==> src/rtl/cork_batch_dispenser_if.sv <==
// Cork transmit handshake between the batch dispenser (master) and the main
// cork buffer (slave). One cork moves per beat where tx_valid & tx_ready.
interface cork_batch_dispenser_if;
  logic tx_valid;
  logic tx_last;
  logic tx_ready;

  modport master (
    output tx_valid,
    output tx_last,
    input  tx_ready
  );

  modport slave (
    input  tx_valid,
    input  tx_last,
    output tx_ready
  );
endinterface

==> src/rtl/cork_batch_dispenser.sv <==
// Warehouse cork stock and batch sender toward the main cork buffer.
// A batch of Batch corks is sent, one per handshake, whenever the buffer
// raises demand and enough stock is held. Stock saturates at StockMax.
// Optional feature macro: CORK_PARTIAL_BATCH_EN (allow short final batches
// of min(stock, Batch) corks whenever any stock is present).
module cork_batch_dispenser #(
  parameter int unsigned Batch    = 20,
  parameter int unsigned StockMax = 99,
  parameter int unsigned W        = 7
) (
  input  logic                          clk,
  input  logic                          Nrst,
  input  logic                          enable_i,
  input  logic                          stock_add_i,
  input  logic                          demand_i,
  cork_batch_dispenser_if.master        tx,
  output logic                          batch_done_o,
  output logic [W-1:0]                  stock_o,
  output logic                          starve_o,
  output logic                          overflow_o
);

  localparam logic [W-1:0] BatchW    = W'(Batch);
  localparam logic [W-1:0] StockMaxW = W'(StockMax);

  typedef enum logic [1:0] {StIdle, StSend, StPause, StDone} state_e;

  state_e         state_q;
  logic [W-1:0]   sent_q;
  logic [W-1:0]   stock_q, stock_d;
  logic           overflow_q, overflow_d;
  logic [W-1:0]   len;
  logic           hs;
  logic           start_ok;
  logic           start;
  logic           last;

`ifdef CORK_PARTIAL_BATCH_EN
  logic [W-1:0]   len_q;
`endif

  // Start condition, batch length and beat decode from registered state.
  always_comb begin
`ifdef CORK_PARTIAL_BATCH_EN
    start_ok = (stock_q != '0);
    len      = len_q;
`else
    start_ok = (stock_q >= BatchW);
    len      = BatchW;
`endif
    start    = (state_q == StIdle) & enable_i & demand_i & start_ok;
    last     = (state_q == StSend) & (sent_q == len - W'(1));
    // tx_ready never feeds tx_valid; valid depends on state only.
    hs       = (state_q == StSend) & tx.tx_ready;
  end

  // Output decode; starve looks only at IDLE so an active batch never starves.
  always_comb begin
    tx.tx_valid  = (state_q == StSend);
    tx.tx_last   = last;
    batch_done_o = (state_q == StDone);
    stock_o      = stock_q;
    overflow_o   = overflow_q;
    starve_o     = enable_i & demand_i & (state_q == StIdle) & ~start_ok;
  end

  // Stock next-state: a handshake and an add in the same cycle cancel out.
  always_comb begin
    stock_d    = stock_q;
    overflow_d = 1'b0;
    if (hs && !stock_add_i) begin
      stock_d = stock_q - W'(1);
    end else if (stock_add_i && !hs) begin
      if (stock_q < StockMaxW) begin
        stock_d = stock_q + W'(1);
      end else begin
        overflow_d = 1'b1;
      end
    end
  end

  // Stock counter and overflow pulse register.
  always_ff @(posedge clk or negedge Nrst) begin
    if (!Nrst) begin
      stock_q    <= '0;
      overflow_q <= 1'b0;
    end else begin
      stock_q    <= stock_d;
      overflow_q <= overflow_d;
    end
  end

  // Batch FSM: state, beat counter and (optionally) latched batch length.
  always_ff @(posedge clk or negedge Nrst) begin
    if (!Nrst) begin
      state_q <= StIdle;
      sent_q  <= '0;
`ifdef CORK_PARTIAL_BATCH_EN
      len_q   <= '0;
`endif
    end else begin
      unique case (state_q)
        StIdle: begin
          if (start) begin
            state_q <= StSend;
            sent_q  <= '0;
`ifdef CORK_PARTIAL_BATCH_EN
            len_q   <= (stock_q < BatchW) ? stock_q : BatchW;
`endif
          end
        end
        StSend: begin
          // Valid is held until accepted; enable only matters on a handshake.
          if (hs) begin
            sent_q <= sent_q + W'(1);
            if (last) begin
              state_q <= StDone;
            end else if (!enable_i) begin
              state_q <= StPause;
            end
          end
        end
        StPause: begin
          if (enable_i) begin
            state_q <= StSend;
          end
        end
        StDone: begin
          state_q <= StIdle;
        end
        default: begin
          state_q <= StIdle;
        end
      endcase
    end
  end

endmodule

==> src/flat_wrapper.sv <==
// flat-port wrapper written by rule: the top's interface ports become plain ports
module cork_batch_dispenser_flat 
#(
  parameter int unsigned Batch    = 20,
  parameter int unsigned StockMax = 99,
  parameter int unsigned W        = 7
)
  (clk, Nrst, enable_i, stock_add_i, demand_i, batch_done_o, stock_o, starve_o, overflow_o, tx_tx_valid, tx_tx_last, tx_tx_ready);
  cork_batch_dispenser_if tx_i ();
  input  logic clk;
  input  logic Nrst;
  input  logic enable_i;
  input  logic stock_add_i;
  input  logic demand_i;
  output logic batch_done_o;
  output logic [W-1:0] stock_o;
  output logic starve_o;
  output logic overflow_o;
  output wire logic [$bits(tx_i.tx_valid)-1:0] tx_tx_valid;
  output wire logic [$bits(tx_i.tx_last)-1:0] tx_tx_last;
  input wire logic [$bits(tx_i.tx_ready)-1:0] tx_tx_ready;
  assign tx_tx_valid = tx_i.tx_valid;
  assign tx_tx_last = tx_i.tx_last;
  assign tx_i.tx_ready = tx_tx_ready;
  cork_batch_dispenser #(.Batch(Batch), .StockMax(StockMax), .W(W)) u_core (.clk(clk), .Nrst(Nrst), .enable_i(enable_i), .stock_add_i(stock_add_i), .demand_i(demand_i), .tx(tx_i), .batch_done_o(batch_done_o), .stock_o(stock_o), .starve_o(starve_o), .overflow_o(overflow_o));
endmodule
==> config.mk <==
export PLATFORM = sky130hd
export DESIGN_NAME = cork_batch_dispenser_flat
export DESIGN_NICKNAME = d
export VERILOG_FILES = /design/src/rtl/cork_batch_dispenser_if.sv /design/src/rtl/cork_batch_dispenser.sv /design/src/flat_wrapper.sv
export SDC_FILE = /design/constraint.sdc
export NUM_CORES = 1
export LEC_CHECK = 0
export CAP_MARGIN = 0
export CORE_MARGIN = 4
export CORE_UTILIZATION = 43
export CTS_CLUSTER_DIAMETER = 40
export DETAILED_ROUTE_END_ITERATION = 7
export DONT_BUFFER_PORTS = 1
export GPL_TIMING_DRIVEN = 0
export HOLD_SLACK_MARGIN = 0.02
export PLACE_DENSITY = 0.59
export SYNTH_ARGS = -nofsm -noshare
export SYNTH_HDL_FRONTEND = slang
export SYNTH_SLANG_ARGS = --single-unit
==> constraint.sdc <==
create_clock -name clk -period 2.3 [get_ports clk]
set_input_delay 0.23 -clock clk [delete_from_list [all_inputs] [get_ports clk]]
set_output_delay 0.23 -clock clk [all_outputs]
set_load 0.03 [all_outputs]
==> results of run 1 <==
-- cells in the final DEF, fill, tap and decap left out, types with 3 or more instances in the layout --
cell type / synthesis / layout
sky130_fd_sc_hd__ha_1: 5 / 3
sky130_fd_sc_hd__o21ai_0: 5 / 5
sky130_fd_sc_hd__buf_4: 0 / 7
sky130_fd_sc_hd__nand2b_1: 3 / 3
sky130_fd_sc_hd__o21ai_1: 3 / 3
sky130_fd_sc_hd__a22o_1: 3 / 3
sky130_fd_sc_hd__nand3_1: 5 / 5
sky130_fd_sc_hd__nand4_1: 3 / 3
sky130_fd_sc_hd__nor2_1: 5 / 5
sky130_fd_sc_hd__xor2_1: 7 / 7
sky130_fd_sc_hd__nor3_1: 3 / 3
sky130_fd_sc_hd__clkbuf_4: 0 / 3
sky130_fd_sc_hd__a21oi_1: 6 / 6
sky130_fd_sc_hd__nand2_1: 6 / 6
sky130_fd_sc_hd__nor2b_1: 5 / 4
sky130_fd_sc_hd__dfrtp_1: 17 / 17
sky130_fd_sc_hd__inv_1: 4 / 4
-- sequential cells by signal, summed over array words and instances (netlist names) --
register and cells:
u_core.sent_q 7, u_core.stock_o 7, u_core.overflow_o 1, u_core.state_q 2
-- worst min-delay path by stage --
stage | start | endpoint | slack, ns
after floorplan | Nrst | u_core.overflow_o | -0.07
after global placement | Nrst | u_core.sent_q[5] | -0.07
after CTS | enable_i | u_core.state_q[1] | 0.13
final | enable_i | u_core.state_q[1] | 0.14
after global routing | enable_i | u_core.state_q[0] | 0.14
after detailed placement | Nrst | u_core.sent_q[5] | -0.07
-- through the flow --
step	instance area (µm²)	utilization (%)	std cells	power, mW
after floorplan	1230	-	125	1.29
after global placement	1260	49.7	155	1.44
after detailed placement	1260	49.7	155	1.47
after CTS	1380	54.4	167	1.73
after global routing	1360	53.6	165	1.86
final	1360	53.6	165	1.71
-- cell type report --
cell class / count / area share, %
flip-flops and latches: 17 / 31.2
clock buffers: 4 / 1.93
well taps: 30 / 2.75
repair buffers: 9 / 5.41
multi-input cells: 95 / 55.1
inverters: 5 / 1.38
plain buffers: 5 / 2.20
-- logic make-up after synthesis --
kind of cell,after synthesis,share of synthesized area [%]
mux,1,0.951
xor+xnor,8,5.92
flops,17,35.9
simple gates,46,23.2
buf+inv,13,4.97
fa+ha+maj,5,5.29
compound gates,35,23.8
-- per-layer routing --
layer | up-vias | part of all wire, % | global-route usage, %
met3 | 9 | 4.8 | 2.55
met5 | - | 0 | 0
met4 | 0 | 2.7 | 7.74
met2 | 26 | 48 | 29.9
met1 | 479 | 44 | 23.5
li1 | 488 | - | -
-- worst max-delay path, cell delays in order (launching register included) --
cell,delay [ns]
sky130_fd_sc_hd__dfrtp_1,0.43
sky130_fd_sc_hd__nor2b_4,0.25
sky130_fd_sc_hd__and2_4,0.23
sky130_fd_sc_hd__ha_4,0.14
sky130_fd_sc_hd__xor2_1,0.14
sky130_fd_sc_hd__ha_2,0.24
sky130_fd_sc_hd__and3b_1,0.18
sky130_fd_sc_hd__nand4_1,0.11
sky130_fd_sc_hd__a31oi_2,0.25
sky130_fd_sc_hd__xor2_1,0.19
-- timing repair --
action | CTS | global route
hold endpoints to repair | 17 | 0
hold buffers | 1 | 0
pin swaps | 6 | 5
setup buffers | 7 | 1
gates resized for setup | 7 | 5
endpoints found under the setup margin | 6 | 6
-- power breakdown --
part	total [mW]	switching (mW)	internal, mW
clock network	0.164	0.0963	0.0674
registers	0.718	0.311	0.407
logic	0.829	0.458	0.371
==> implementation parameters, run 1 <==
Parameter                              Value

Yosys
  Unique masters post-synth    44
  Synthesized area divided by synthesized cell count    9.47 µm²
  Synthesized cell area    0.00118 mm²
  Most frequent cell after synthesis    sky130_fd_sc_hd__dfrtp_1
  Number of register bits inferred by synthesis    17
  Top flip-flop cell by instance count after synthesis    sky130_fd_sc_hd__dfrtp_1
  Leading post-synthesis cells by cell area    sky130_fd_sc_hd__dfrtp_1, sky130_fd_sc_hd__ha_1, sky130_fd_sc_hd__xor2_1
  Synth warn    0
  Syn nets    136
  Number of instances in the synthesized netlist    125
  Area share of the leading cell type in the synthesized netlist    35.9%
  Post-synth EDFFs    0
  Most area-hungry cell type in the Yosys netlist    sky130_fd_sc_hd__dfrtp_1
  Share of the yosys chip area belonging to registers    35.9%
  Post-synth top cells    sky130_fd_sc_hd__dfrtp_1, sky130_fd_sc_hd__xor2_1, sky130_fd_sc_hd__a21oi_1, sky130_fd_sc_hd__nand2_1
  FFs w/ async S/R, synth    100%

GRT
  Largest net degree at the start of global routing    18
  GRT Residual Overflow    0
  Vias in the first global route    1054
  First-pass GRT wire length    5000 µm
  Antenna violations before repair    0
  Global routing usage summed across all routing layers    18.1%

STA
  Post-layout worst setup margin    0.0501 ns
  Number of max-slew violations in the final report    0
  Fmax    444 MHz
  Final hold vios    0
  Min Clock Period, post-route    2.25 ns
  Transition time at the pin with the least slew margin    0.805 ns
  RSZ-0062 raised after global routing    yes
  Headroom to the max-slew limit    46.1%
  Share of the cycle needed by the critical path after routing    97.8%
  Sum of negative setup slack    0 ns
  Tightest hold margin    0.138 ns
  Clock Skews    0.00367 ns
  Final Setup Violations    0

Setup path
  Worst setup startpoint    u_core.state_q[1]
  Element type at the critical path end    flip-flop
  Critical Path Sink    u_core.stock_o[6]
  R2r setup slk    0.05 ns
  CP Data Arrival Time    2.46 ns
  Reg2Reg Capture Point    u_core.stock_o[6]
  CP Data Required Time    2.51 ns
  Critical path class    flip-flop to flip-flop
  Critical register-to-register path startpoint    u_core.state_q[1]
  Element type at the critical path start    flip-flop
  Worst Reg-to-Reg Cells    9
  Crit-path max FO    5

Pwr
  Maximum ir drop on the vdd rail    0.000746 V
  Leakage power summed over all cells    0.593 nW
  Power density relative to cell area    1250 mW/mm²

Clocking
  Clock root buffer master    sky130_fd_sc_hd__clkbuf_4
  Total number of H-tree levels    1
  Clock tree from TritonCTS    done
  Worst-skew pair later-pin latency    0.29 ns
  Clk slew on worst S/H paths    0.10 ns
  CTS Buf Count    3
  CTS sink count    17
  Clock Path Buffers    2

Finish
  Area of the multi-input gates    752 µm²
  Area added between synthesis and finish    15.2%
  Number of filler cells placed in the layout    242
  Total area of sequential cells    425 µm²
  Number of antenna repair diodes    0
  Share of layout cells above drive strength 1    20.7%
  Final Net Count    147

Detailed routing
  Post-detailed-route wirelength per cell    17.3 µm
  Routed vias/inst    6.07
  Number of DRC violations after detailed routing    0
  Number of DRC markers in iteration 0    104
  Remaining antenna violation count    0
  Via Count    1002
  Pre-Repair DR Iteration Count    4
  Post-Route WL    2860 µm

Die
  Y dimension of the die    60.5 µm
  Total Die Area    0.00366 mm²
  Core ar.    0.00254 mm²
  Initial Utilization    46.5%
  Die Span X    60.5 µm
  I/O Pins    18
  Row cnt    18

Min path
  Tightest Hold Check Type    input port to flip-flop
  Worst hold stages    3

Flow run
  Max-Cap Viols    0

Run status
  Outcome    complete, no violations

Placed design
  Setup slack after placement    -0.299 ns
  Estimated wirelength of the detail-placed design    2030 µm
  Port Buf Inserts    0
  Routability congestion estimate from global placement    0.861
Power figures use the tool's default switching activity.
==> inputs of run 2 (changes only) <==
--- a/config.mk
+++ b/config.mk
@@ -8,12 +8,13 @@
 export CAP_MARGIN = 0
 export CORE_MARGIN = 4
 export CORE_UTILIZATION = 43
+export CTS_BUF_LIST = sky130_fd_sc_hd__clkbuf_4 sky130_fd_sc_hd__clkbuf_8 sky130_fd_sc_hd__clkbuf_16
 export CTS_CLUSTER_DIAMETER = 40
 export DETAILED_ROUTE_END_ITERATION = 7
 export DONT_BUFFER_PORTS = 1
 export GPL_TIMING_DRIVEN = 0
 export HOLD_SLACK_MARGIN = 0.02
-export PLACE_DENSITY = 0.59
+export PLACE_DENSITY = 0.57
 export SYNTH_ARGS = -nofsm -noshare
 export SYNTH_HDL_FRONTEND = slang
 export SYNTH_SLANG_ARGS = --single-unit
==> constraint.sdc (replaced) <==
create_clock -name clk -period 2.54 [get_ports clk]
set_input_delay 0.254 -clock clk [delete_from_list [all_inputs] [get_ports clk]]
set_output_delay 0.254 -clock clk [all_outputs]
set_load 0.03 [all_outputs]
==> implementation parameters, run 2 (same netlist as run 1, synthesis figures left out) <==
Parameter                              Value

Detailed routing
  Number of DRC markers in iteration 0    36 (-65%)
  Number of DRC violations after detailed routing    0 (unchanged)
  Remaining antenna violation count    0 (unchanged)
  Post-detailed-route wirelength per cell    15.8 µm (-9.0%)
  Routed vias/inst    6.20 (+2.1%)
  Post-Route WL    2640 µm (-7.9%)
  Pre-Repair DR Iteration Count    4 (unchanged)
  Via Count    1035 (+3.3%)

Pwr
  Power density relative to cell area    1100 mW/mm² (-12%)
  Psw    0.748 mW (-14%)
  Maximum ir drop on the vdd rail    0.000645 V (-14%)
  Internal Dissipation    0.758 mW (-10%)
  Switching portion of total power    49.7% (-0.92 points)
  Leakage power summed over all cells    0.603 nW (+1.7%)
  Final Power    1.51 mW (-12%)
  Power share of the clock group    10.3% (+0.7 points)
  Sequential fraction of design power    42.3% (+0.3 points)
  Comb pwr share    47.4% (-1.1 points)

Finish
  Commonest cells after routing, fill and taps aside    sky130_fd_sc_hd__dfrtp_1, sky130_fd_sc_hd__buf_4, sky130_fd_sc_hd__xor2_1
  Share of layout cells above drive strength 1    19.7% (-1.0 points)
  Non-filler cells, final    167 (+1.2%)
  Area added between synthesis and finish    15.4%
  Leading cell type in the layout, fill and taps excluded    sky130_fd_sc_hd__dfrtp_1
  Number of filler cells placed in the layout    234 (-3.3%)
  Number of antenna repair diodes    0 (unchanged)
  Final Util    53.7% (+0.098 points)
  Final Net Count    149 (+1.4%)

Setup path
  CP Data Arrival Time    2.52 ns (+0.06 ns)
  Critical path class    flip-flop to flip-flop
  Slowest cell on crit path    sky130_fd_sc_hd__dfrtp_1
  Family of cells with the greatest summed delay on the critical path    simple AND/OR/NAND/NOR gates
  Element type at the critical path start    flip-flop
  CP Data Required Time    2.70 ns (+0.19 ns)
  Worst stage delay on the critical path    0.39 ns (-0.04 ns)
  Worst path bufs/invs    2 (+2)
  Crit-path max FO    7 (+2)
  Element type at the critical path end    flip-flop
  Cell breakdown of the critical path    buf_6 -> nor2b_4 -> and2_4 -> ha_4 -> buf_8 -> xor2_1 -> ha_2 -> nor2_1 -> o31ai_1 -> a21oi_1 -> xor2_1
  Most common cell type on the critical path    sky130_fd_sc_hd__xor2_1

GRT
  Largest net degree at the start of global routing    18 (unchanged)
  Antenna violations before repair    0 (unchanged)
  Global routing usage summed across all routing layers    15.5% (-2.5 points)
  First-pass GRT wire length    4250 µm (-15%)
  GRT Residual Overflow    0 (unchanged)
  Vias in the first global route    920 (-13%)

Clocking
  Clock root buffer master    sky130_fd_sc_hd__clkbuf_4
  Clock Path Buffers    2 (unchanged)
  Clk slew on worst S/H paths    0.09 ns (about the same)
  Total number of H-tree levels    1 (unchanged)
  Clock tree from TritonCTS    done
  CTS sink count    17 (unchanged)
  Worst-skew pair later-pin latency    0.29 ns (about the same)
  CTS Buf Count    3 (unchanged)

STA
  Clock Skews    0.00278 ns (-0.000893 ns)
  Fmax    424 MHz (-4.7%)
  Final Setup Violations    0 (unchanged)
  Number of max-slew violations in the final report    0 (unchanged)
  Headroom to the max-slew limit    46.3% (+0.11 points)
  RSZ-0062 raised after global routing    no
  Share of the cycle needed by the critical path after routing    92.9% (-4.9 points)
  Sum of negative setup slack    0 ns (unchanged)
  Transition time at the pin with the least slew margin    0.804 ns (-0.00161 ns)
  Post-layout worst setup margin    0.179 ns (+0.129 ns)
  Min Clock Period, post-route    2.36 ns (+0.111 ns)
  Final hold vios    0 (unchanged)

Placed design
  Routability congestion estimate from global placement    0.844 (-2.0%)
  Port Buf Inserts    0 (unchanged)
  Estimated wirelength of the detail-placed design    1890 µm (-6.9%)
  Count of placed standard cells including taps    155 (unchanged)
  Setup slack after placement    -0.187 ns (+0.112 ns)

Run status
  Outcome    complete, no violations

Min path
  Tightest Hold Check Type    input port to flip-flop

Die
  Initial Utilization    46.5% (unchanged)
  Y dimension of the die    60.5 µm (unchanged)
  Row cnt    18 (unchanged)
  Die Span X    60.5 µm (unchanged)
  I/O Pins    18 (unchanged)
  Total Die Area    0.00366 mm² (unchanged)
  Core ar.    0.00254 mm² (unchanged)

Flow run
  Max-Cap Viols    0 (unchanged)
## run 2: final cells by class
class,count,area (µm²),share of cell area [%]
buffer,7,53.8,3.94
timing repair buffer,9,70.1,5.13
inverter,5,18.8,1.37
tap,30,37.5,2.75
clock buffer,4,30.0,2.20
sequential,17,425,31.1
multi-input combinational,95,731,53.5
## run 2: worst paths after layout
kind / start / end / depth (start not counted) / slack [ns]
max in group asynchronous: Nrst / u_core.sent_q[0] / 1 / 1.56
worst min-delay path: enable_i / u_core.state_q[0] / 2 / 0.15
worst max register to register: u_core.state_q[1] / u_core.stock_o[4] / 11 / 0.18
worst max-delay path: u_core.state_q[1] / u_core.stock_o[4] / 11 / 0.18
worst min register to register: u_core.sent_q[0] / u_core.sent_q[0] / 1 / 0.53
min in group asynchronous: Nrst / u_core.stock_o[3] / 1 / 0.49
## run 2: repair_timing
action | in CTS | in global routing
pin swaps | 4 | 3
gates resized for setup | 11 | 1
gates cloned | 0 | 0
hold buffers | 1 | 0
setup endpoints to repair | 4 | 2
endpoints found under the hold margin | 17 | 0
setup buffers | 0 | 8
## run 2: worst reg2reg max path: cells and delay by family, from the launching register on
family | cells | cell delay (ns)
xor gates and xnor gates | 2 | 0.30
DFF | 1 | 0.39
buffers and inverters | 2 | 0.24
and+or+nand+nor | 3 | 0.54
AOI/OAI and AO/OA | 2 | 0.35
adders and majority gates | 2 | 0.41
## run 2: power by group through the flow
| stage | clock (mW) | combinational (mW) | sequential (mW) |
|---|---|---|---|
| after detailed placement | 0 | 0.656 | 0.646 |
| after global placement | 0 | 0.642 | 0.645 |
| after floorplan | 0 | 0.554 | 0.604 |
| after CTS | 0.166 | 0.692 | 0.643 |
| after global routing | 0.179 | 0.787 | 0.661 |
| final | 0.155 | 0.715 | 0.637 |
## run 2: per-stage QoR
step           hold slack [ns]  cell area [µm²]
2_1_floorplan          -0.0416             1200
3_3_place_gp           -0.0412             1230
3_5_place_dp           -0.0412             1230
4_1_cts                  0.141             1320
5_1_grt                  0.129             1370
6_report                 0.153             1370
## run 2: metal layers
layer  track usage, %  up-vias  share of wire, %
li1                 -      491                 -
met1             20.4      508                49
met2             24.2       34                44
met3             5.32        2               7.1
met4             4.95        0              0.49
met5                0        -                 0
